===== src/rtl/c2h_pkg.sv =====
// c2h_pkg: shared widths, beat bundle and helpers for the C2H packetizer.
package c2h_pkg;

  localparam int C_TDATA_W = 64;
  localparam int C_TKEEP_W = 8;

  localparam logic [C_TKEEP_W-1:0] C_KEEP_FULL = 8'hFF;

  typedef struct packed {
    logic [C_TDATA_W-1:0] data;
    logic [C_TKEEP_W-1:0] keep;
    logic                 last;
  } c2h_beat_t;

  // Ceiling log2 with a floor of 1 so a counter never collapses to 0 bits.
  function automatic int clog2(input int unsigned v);
    int r;
    r = 1;
    while ((32'd1 << r) < v) r++;
    return r;
  endfunction

endpackage


===== src/rtl/c2h_out_slice.sv =====
// c2h_out_slice: output register O driving m_axis, with the
// tlast-handshake pulse used for packet counting.
module c2h_out_slice
  import c2h_pkg::*;
(
  input  logic      i_clk,
  input  logic      i_rst_n,
  input  logic      i_load,
  input  c2h_beat_t i_beat,
  input  logic      i_ready,
  output logic      o_valid,
  output c2h_beat_t o_beat,
  output logic      o_free,
  output logic      o_last_hs
);

  logic      r_valid;
  c2h_beat_t r_beat;

  always_ff @(posedge i_clk) begin
    if (!i_rst_n) begin
      r_valid <= 1'b0;
      r_beat  <= '0;
    end else if (i_load) begin
      r_valid <= 1'b1;
      r_beat  <= i_beat;
    end else if (i_ready) begin
      r_valid <= 1'b0;
    end
  end

  assign o_free    = !r_valid || i_ready;
  assign o_last_hs = r_valid && i_ready && r_beat.last;
  assign o_valid   = r_valid;
  assign o_beat    = r_beat;

endmodule


===== src/rtl/c2h_packetizer.sv =====
// c2h_packetizer: frames the NWRITE C2H beat stream with tlast for XDMA.
// Optional idle flush of a held beat: define C2H_IDLE_FLUSH_EN.
module c2h_packetizer
  import c2h_pkg::*;
#(
  parameter int C_CNT_WIDTH    = 16,
  parameter int C_IDLE_TIMEOUT = 1024,
  parameter int C_PKTCNT_WIDTH = 32
) (
  input  logic                      aclk,
  input  logic                      aresetn,
  input  logic [C_CNT_WIDTH-1:0]    pkt_beats,
  input  logic                      flush,
  input  logic                      s_axis_tvalid,
  output logic                      s_axis_tready,
  input  logic [C_TDATA_W-1:0]      s_axis_tdata,
  input  logic [C_TKEEP_W-1:0]      s_axis_tkeep,
  input  logic                      s_axis_tlast,
  output logic                      m_axis_tvalid,
  input  logic                      m_axis_tready,
  output logic [C_TDATA_W-1:0]      m_axis_tdata,
  output logic [C_TKEEP_W-1:0]      m_axis_tkeep,
  output logic                      m_axis_tlast,
  output logic [C_PKTCNT_WIDTH-1:0] pkt_count,
  output logic                      busy
);

  logic                      r_en;
  logic                      r_h_valid;
  c2h_beat_t                 r_h;
  logic [C_CNT_WIDTH-1:0]    r_beat_cnt;
  logic [C_CNT_WIDTH-1:0]    r_len;
  logic [C_PKTCNT_WIDTH-1:0] r_pkt_count;

  logic                      w_o_valid;
  logic                      w_o_free;
  logic                      w_last_hs;
  c2h_beat_t                 w_o_beat;
  c2h_beat_t                 w_in_beat;
  logic                      w_accept;
  logic                      w_h_move;
  logic                      w_flush;
  logic                      w_idle_hit;
  logic                      w_last_in;
  logic                      w_h_flush;
  logic [C_CNT_WIDTH-1:0]    w_len_in;
  logic [C_CNT_WIDTH-1:0]    w_len;
  logic [C_CNT_WIDTH:0]      w_cnt_nxt;

  // r_en keeps tready low for the first cycle out of reset.
  assign s_axis_tready = r_en && (!r_h_valid || w_o_free);
  assign w_accept  = s_axis_tvalid && s_axis_tready;
  assign w_h_move  = r_h_valid && w_o_free && (r_h.last || w_accept);
  assign w_flush   = flush || w_idle_hit;
  assign w_h_flush = w_flush && r_h_valid && !w_accept;

  assign w_len_in  = (pkt_beats == '0) ? C_CNT_WIDTH'(1) : pkt_beats;
  assign w_len     = (r_beat_cnt == '0) ? w_len_in : r_len;
  assign w_cnt_nxt = {1'b0, r_beat_cnt} + (C_CNT_WIDTH+1)'(1);

  assign w_last_in = (w_cnt_nxt == {1'b0, w_len})
                  || (s_axis_tkeep != C_KEEP_FULL)
                  || s_axis_tlast
                  || w_flush;

  assign w_in_beat = '{data: s_axis_tdata,
                       keep: s_axis_tkeep,
                       last: w_last_in};

  always_ff @(posedge aclk) begin
    if (!aresetn) begin
      r_en       <= 1'b0;
      r_h_valid  <= 1'b0;
      r_h        <= '0;
      r_beat_cnt <= '0;
      r_len      <= '0;
    end else begin
      r_en <= 1'b1;
      if (w_accept) begin
        r_h_valid <= 1'b1;
        r_h       <= w_in_beat;
      end else if (w_h_move) begin
        r_h_valid <= 1'b0;
      end else if (w_h_flush) begin
        r_h.last  <= 1'b1;
      end
      if (w_accept) begin
        r_beat_cnt <= w_last_in ? '0
                    : r_beat_cnt + C_CNT_WIDTH'(1);
        if (r_beat_cnt == '0) r_len <= w_len_in;
      end else if (w_h_flush) begin
        r_beat_cnt <= '0;
      end
    end
  end

`ifdef C2H_IDLE_FLUSH_EN
  localparam int C_IDLE_W = clog2(C_IDLE_TIMEOUT);

  logic [C_IDLE_W-1:0] r_idle_cnt;
  logic                w_idle_run;

  assign w_idle_run = r_h_valid && !r_h.last && !w_accept;
  assign w_idle_hit = w_idle_run
    && (r_idle_cnt == C_IDLE_W'(C_IDLE_TIMEOUT-1));

  always_ff @(posedge aclk) begin
    if (!aresetn) begin
      r_idle_cnt <= '0;
    end else if (!w_idle_run || w_flush) begin
      r_idle_cnt <= '0;
    end else begin
      r_idle_cnt <= r_idle_cnt + C_IDLE_W'(1);
    end
  end
`else
  logic w_unused_idle;
  assign w_unused_idle = (C_IDLE_TIMEOUT != 0);
  assign w_idle_hit    = 1'b0;
`endif

  c2h_out_slice u_out (
    .i_clk     (aclk),
    .i_rst_n   (aresetn),
    .i_load    (w_h_move),
    .i_beat    (r_h),
    .i_ready   (m_axis_tready),
    .o_valid   (w_o_valid),
    .o_beat    (w_o_beat),
    .o_free    (w_o_free),
    .o_last_hs (w_last_hs)
  );

  always_ff @(posedge aclk) begin
    if (!aresetn) begin
      r_pkt_count <= '0;
    end else if (w_last_hs) begin
      r_pkt_count <= r_pkt_count + C_PKTCNT_WIDTH'(1);
    end
  end

  assign m_axis_tvalid = w_o_valid;
  assign m_axis_tdata  = w_o_beat.data;
  assign m_axis_tkeep  = w_o_beat.keep;
  assign m_axis_tlast  = w_o_beat.last;
  assign pkt_count     = r_pkt_count;
  assign busy          = r_h_valid || w_o_valid;

endmodule


===== config.mk =====
export PLATFORM = sky130hd
export DESIGN_NAME = c2h_packetizer
export DESIGN_NICKNAME = d
export VERILOG_FILES = /design/src/rtl/c2h_pkg.sv /design/src/rtl/c2h_out_slice.sv /design/src/rtl/c2h_packetizer.sv
export SDC_FILE = /design/constraint.sdc
export NUM_CORES = 1
export LEC_CHECK = 0
export ABC_AREA = 1
export BUFFER_PORTS_ARGS = -buffer_cell sky130_fd_sc_hd__clkbuf_2
export CAP_MARGIN = 15
export CORE_MARGIN = 5
export CORE_UTILIZATION = 35
export DETAILED_ROUTE_END_ITERATION = 10
export PLACE_DENSITY_LB_ADDON = 0.25
export SLEW_MARGIN = 5
export SYNTH_ARGS = -nofsm -noshare
export SYNTH_HDL_FRONTEND = slang
export SYNTH_HIERARCHICAL = 1
export SYNTH_SLANG_ARGS = --single-unit
export TNS_END_PERCENT = 1

===== constraint.sdc =====
create_clock -name aclk -period 2.6 [get_ports aclk]
set_input_delay 0.13 -clock aclk [delete_from_list [all_inputs] [get_ports aclk]]
set_output_delay 0.13 -clock aclk [all_outputs]
set_load 0.05 [all_outputs]

==> flow_metrics.tcl <==
set metrics [dict create \
    outcome "finished clean" \
    post-dp-hpwl_um 17970 \
    initial_core_util 0.3552 \
    setup_viol 0 \
    chipWidth_um 172.6 \
    p_total_uw 7615 \
    cts_buffer_depth 3 \
    syn_area_per_cell_um2 7.219 \
    setup_tns_ns 0 \
    die_area_um2 29800 \
    synth_area_um2 9255 \
    p_leak_uw 0.005394 \
    grt_pass1_vias 9019 \
    netlist_instances 1282 \
    grt-ovfl-total 0 \
    wire_per_inst_um 14.68 \
    clock.fmax_mhz 427.3 \
    seqCellArea_um2 4265 \
    vias 9186 \
    first_iter_violations 544 \
    hp-class "input port to flip-flop" \
    layout-drive-gt1-share 0.2141 \
    grt_pass1_wl_um 46220 \
    antenna_found_initial 0 \
    peakVddDrop_mv 0.4871 \
    fin_cells 1890 \
    rows 59 \
    insertedDiodeCount 0 \
    synth_edf_count 0 \
    cts_tree "done" \
    routed_wl_um 27750 \
    pwr_density_cell_nw_per_um2 631.5 \
    yosys_warnings 6 \
    nNetsFinal 1634 \
    ys_seq_elements 213 \
    worstPathRequired_ns 2.98 \
    cp_data_arrival_time_ns 2.72 \
    h-tree-depth 1 \
    avgViaCountPerCell 4.860 \
    rsz0062_at_grt "false" \
    cp_max_fo 17 \
    synth_cell_types 43 \
    drc 0 \
    drv_cap 0 \
    seq_area_frac_synth 0.4607 \
    synthFlopType "dfxtp_1" \
    grt_util_all_layers 0.1807 \
    worstPathCellList "inv_1, ha_1, nand2_1, nor2_2, nand2_2, nand2_1, nand2_1, nand2_1, nand2_1, nor2_1, nand2_1, nor2_4, nand3_4, buf_12, nand3_1, a21oi_1" \
    ios 202 \
    cts.clk_slew.worst_paths_ns 0.06 \
    crit_type "flip-flop to flip-flop" \
    core_um2 26060 \
    dpl.cell_count 1770 \
    post-route-period-util 0.9002 \
    slew_violations 0 \
    cp_slowest_cell "dfxtp_1" \
    fillers 2628 \
    hold_viol 0 \
    die_y_um 172.6 \
    critPathLaunchType "flip-flop" \
    numCtsBuffers 24 \
    first_pass_iters 7 \
    port_buffers 201 \
    ant_nets 0 \
    multi_input_area_um2 4315 \
    area_growth_pct 30.28 \
    grt_max_degree 89 \
    cpPeakStageDelay_ns 0.34 \
    cts-root-buf "clkbuf_16" \
    slew_headroom 0.3430 \
    crit_path_end_kind "flip-flop" \
    period_minus_slack_ns 2.340 \
    worstMarginPinSlew_ns 0.9855 \
    syn-num-nets 1379 \
    cp_common_cell "nand2_1" \
    gp_congestion 0.8392 \
    async_flop_share 0 \
    worstSkewPairLatency_ns 0.52 \
    fin_skew_ns 0.009583 \
    clock-sinks 213 \
]
-- repair_timing --
action	in CTS	in global routing
buffers inserted	0	1
hold buffers	75	0
setup endpoints to repair	0	17
resized for setup	0	2
hold endpoints to repair	75	0
-- registers in the layout (all words and copies together) (netlist names) --
signal         count
u_out/o_beat      73
r_h_valid          1
r_en               1
r_len             16
pkt_count         32
r_h               73
r_beat_cnt        16
u_out/o_valid      1
-- cell type report --
class / count / share of cell area
inverters: 91 / 0.02864
well taps: 335 / 0.03476
clock inverters: 8 / 0.004981
multi-input cells: 914 / 0.3579
clock buffers: 36 / 0.05852
flip-flops and latches: 213 / 0.3537
repair buffers: 293 / 0.1615
-- stage by stage --
stage	setup slack (ns)	hold slack, ns	instance area (µm²)	util
5_1_grt	0.01580	0.05791	12060	0.4627
3_3_place_gp	0.2005	0.3658	10520	0.4036
4_1_cts	0.1370	0.01761	12030	0.4618
2_1_floorplan	0.09035	0.1577	9259	-
6_report	0.2596	0.03323	12060	0.4627
3_5_place_dp	0.1459	0.3693	10520	0.4036
-- synth_stat cells, types with 4 or more instances --
cell | number | area share
a21oi_1 | 103 | 0.056
a21oi_2 | 10 | 0.0095
a221oi_1 | 4 | 0.0038
buf_6 | 9 | 0.011
clkbuf_1 | 41 | 0.017
clkbuf_2 | 6 | 0.0032
dfxtp_1 | 213 | 0.46
inv_1 | 86 | 0.035
nand2_1 | 317 | 0.13
nand2_2 | 12 | 0.0081
nand3_1 | 49 | 0.026
nand3_2 | 8 | 0.0087
nand3b_1 | 5 | 0.0041
nand4_1 | 11 | 0.0074
nor2_1 | 198 | 0.080
nor2_2 | 25 | 0.017
nor2_4 | 7 | 0.0085
nor3_1 | 14 | 0.0076
nor3b_1 | 4 | 0.0032
o21a_1 | 5 | 0.0041
o21ai_0 | 98 | 0.053
o21ai_1 | 14 | 0.0076
xnor2_1 | 5 | 0.0047
xor2_1 | 6 | 0.0057
-- logic make-up (layout without fill, tap and decap cells) --
family / count (synthesis) / after routing / synth area share
flops: 213 / 213 / 0.4607
compound gates: 242 / 242 / 0.1409
simple gates: 658 / 658 / 0.3077
xor+xnor: 11 / 11 / 0.01041
fa+ha+maj: 3 / 3 / 0.004056
buf+inv: 155 / 428 / 0.07625
-- where the power goes --
part / internal (µW) / switching, µW
combinational: 294 / 594
sequential: 3400 / 75.3
clock: 1880 / 1370
-- critical path: cells and delay by family (launching register included) --
family,cells,cell delay [ns]
buffers and inverters,2,0.32
AO/OA/AOI/OAI,1,0.06
AND/OR/NAND/NOR,12,1.27
flip-flops,1,0.34
adder cells (fa/ha/maj),1,0.21
-- cell usage in the layout, fill, tap and decap left out, types with 3 or more instances in the layout --
cell type,synthesis,routed
clkbuf_2,6,200
ha_1,3,3
nor3b_1,4,4
o21a_1,5,5
nor3_1,14,14
o21bai_1,3,3
inv_1,86,86
buf_12,1,5
buf_4,1,12
dlygate4sd3_1,0,75
xnor2_1,5,5
clkinv_2,0,5
nand3b_1,5,5
nand3_2,8,8
a21oi_2,10,10
nor4_1,3,3
nand2_2,12,12
a221oi_1,4,4
a21oi_1,103,103
nor2_4,7,8
nand4_1,11,11
o21ai_1,14,14
xor2_1,6,6
dfxtp_1,213,212
o21ai_0,98,98
clkbuf_8,0,6
nand3_1,49,49
nor2_1,198,196
clkbuf_16,0,24
nand2_1,317,316
nor2_2,25,26
clkbuf_1,41,6
-- routing by layer --
metal | vias up | track usage | wire length [µm]
li1 | 4627 | - | -
met1 | 4239 | 0.2359 | 12600
met2 | 266 | 0.2982 | 12540
met3 | 54 | 0.04236 | 1861
met4 | 0 | 0.05414 | 753
met5 | - | 0 | 0
-- path summary, 6_finish.rpt --
| check | from | to | slack (ns) | depth (start not counted) |
|---|---|---|---|---|
| setup reg to reg | r_beat_cnt[0]$_SDFFE_PN0P_ | r_beat_cnt[1]$_SDFFE_PN0P_ | 0.26 | 16 |
| hold reg to reg | r_h[43]$_SDFFE_PN0P_ | r_h[43]$_SDFFE_PN0P_ | 0.46 | 2 |
| setup / recovery | r_beat_cnt[0]$_SDFFE_PN0P_ | r_beat_cnt[1]$_SDFFE_PN0P_ | 0.26 | 16 |
| hold / removal | pkt_beats[0] | r_len[0]$_SDFFE_PN0P_ | 0.03 | 5 |
(Power assumes the default switching activity.)
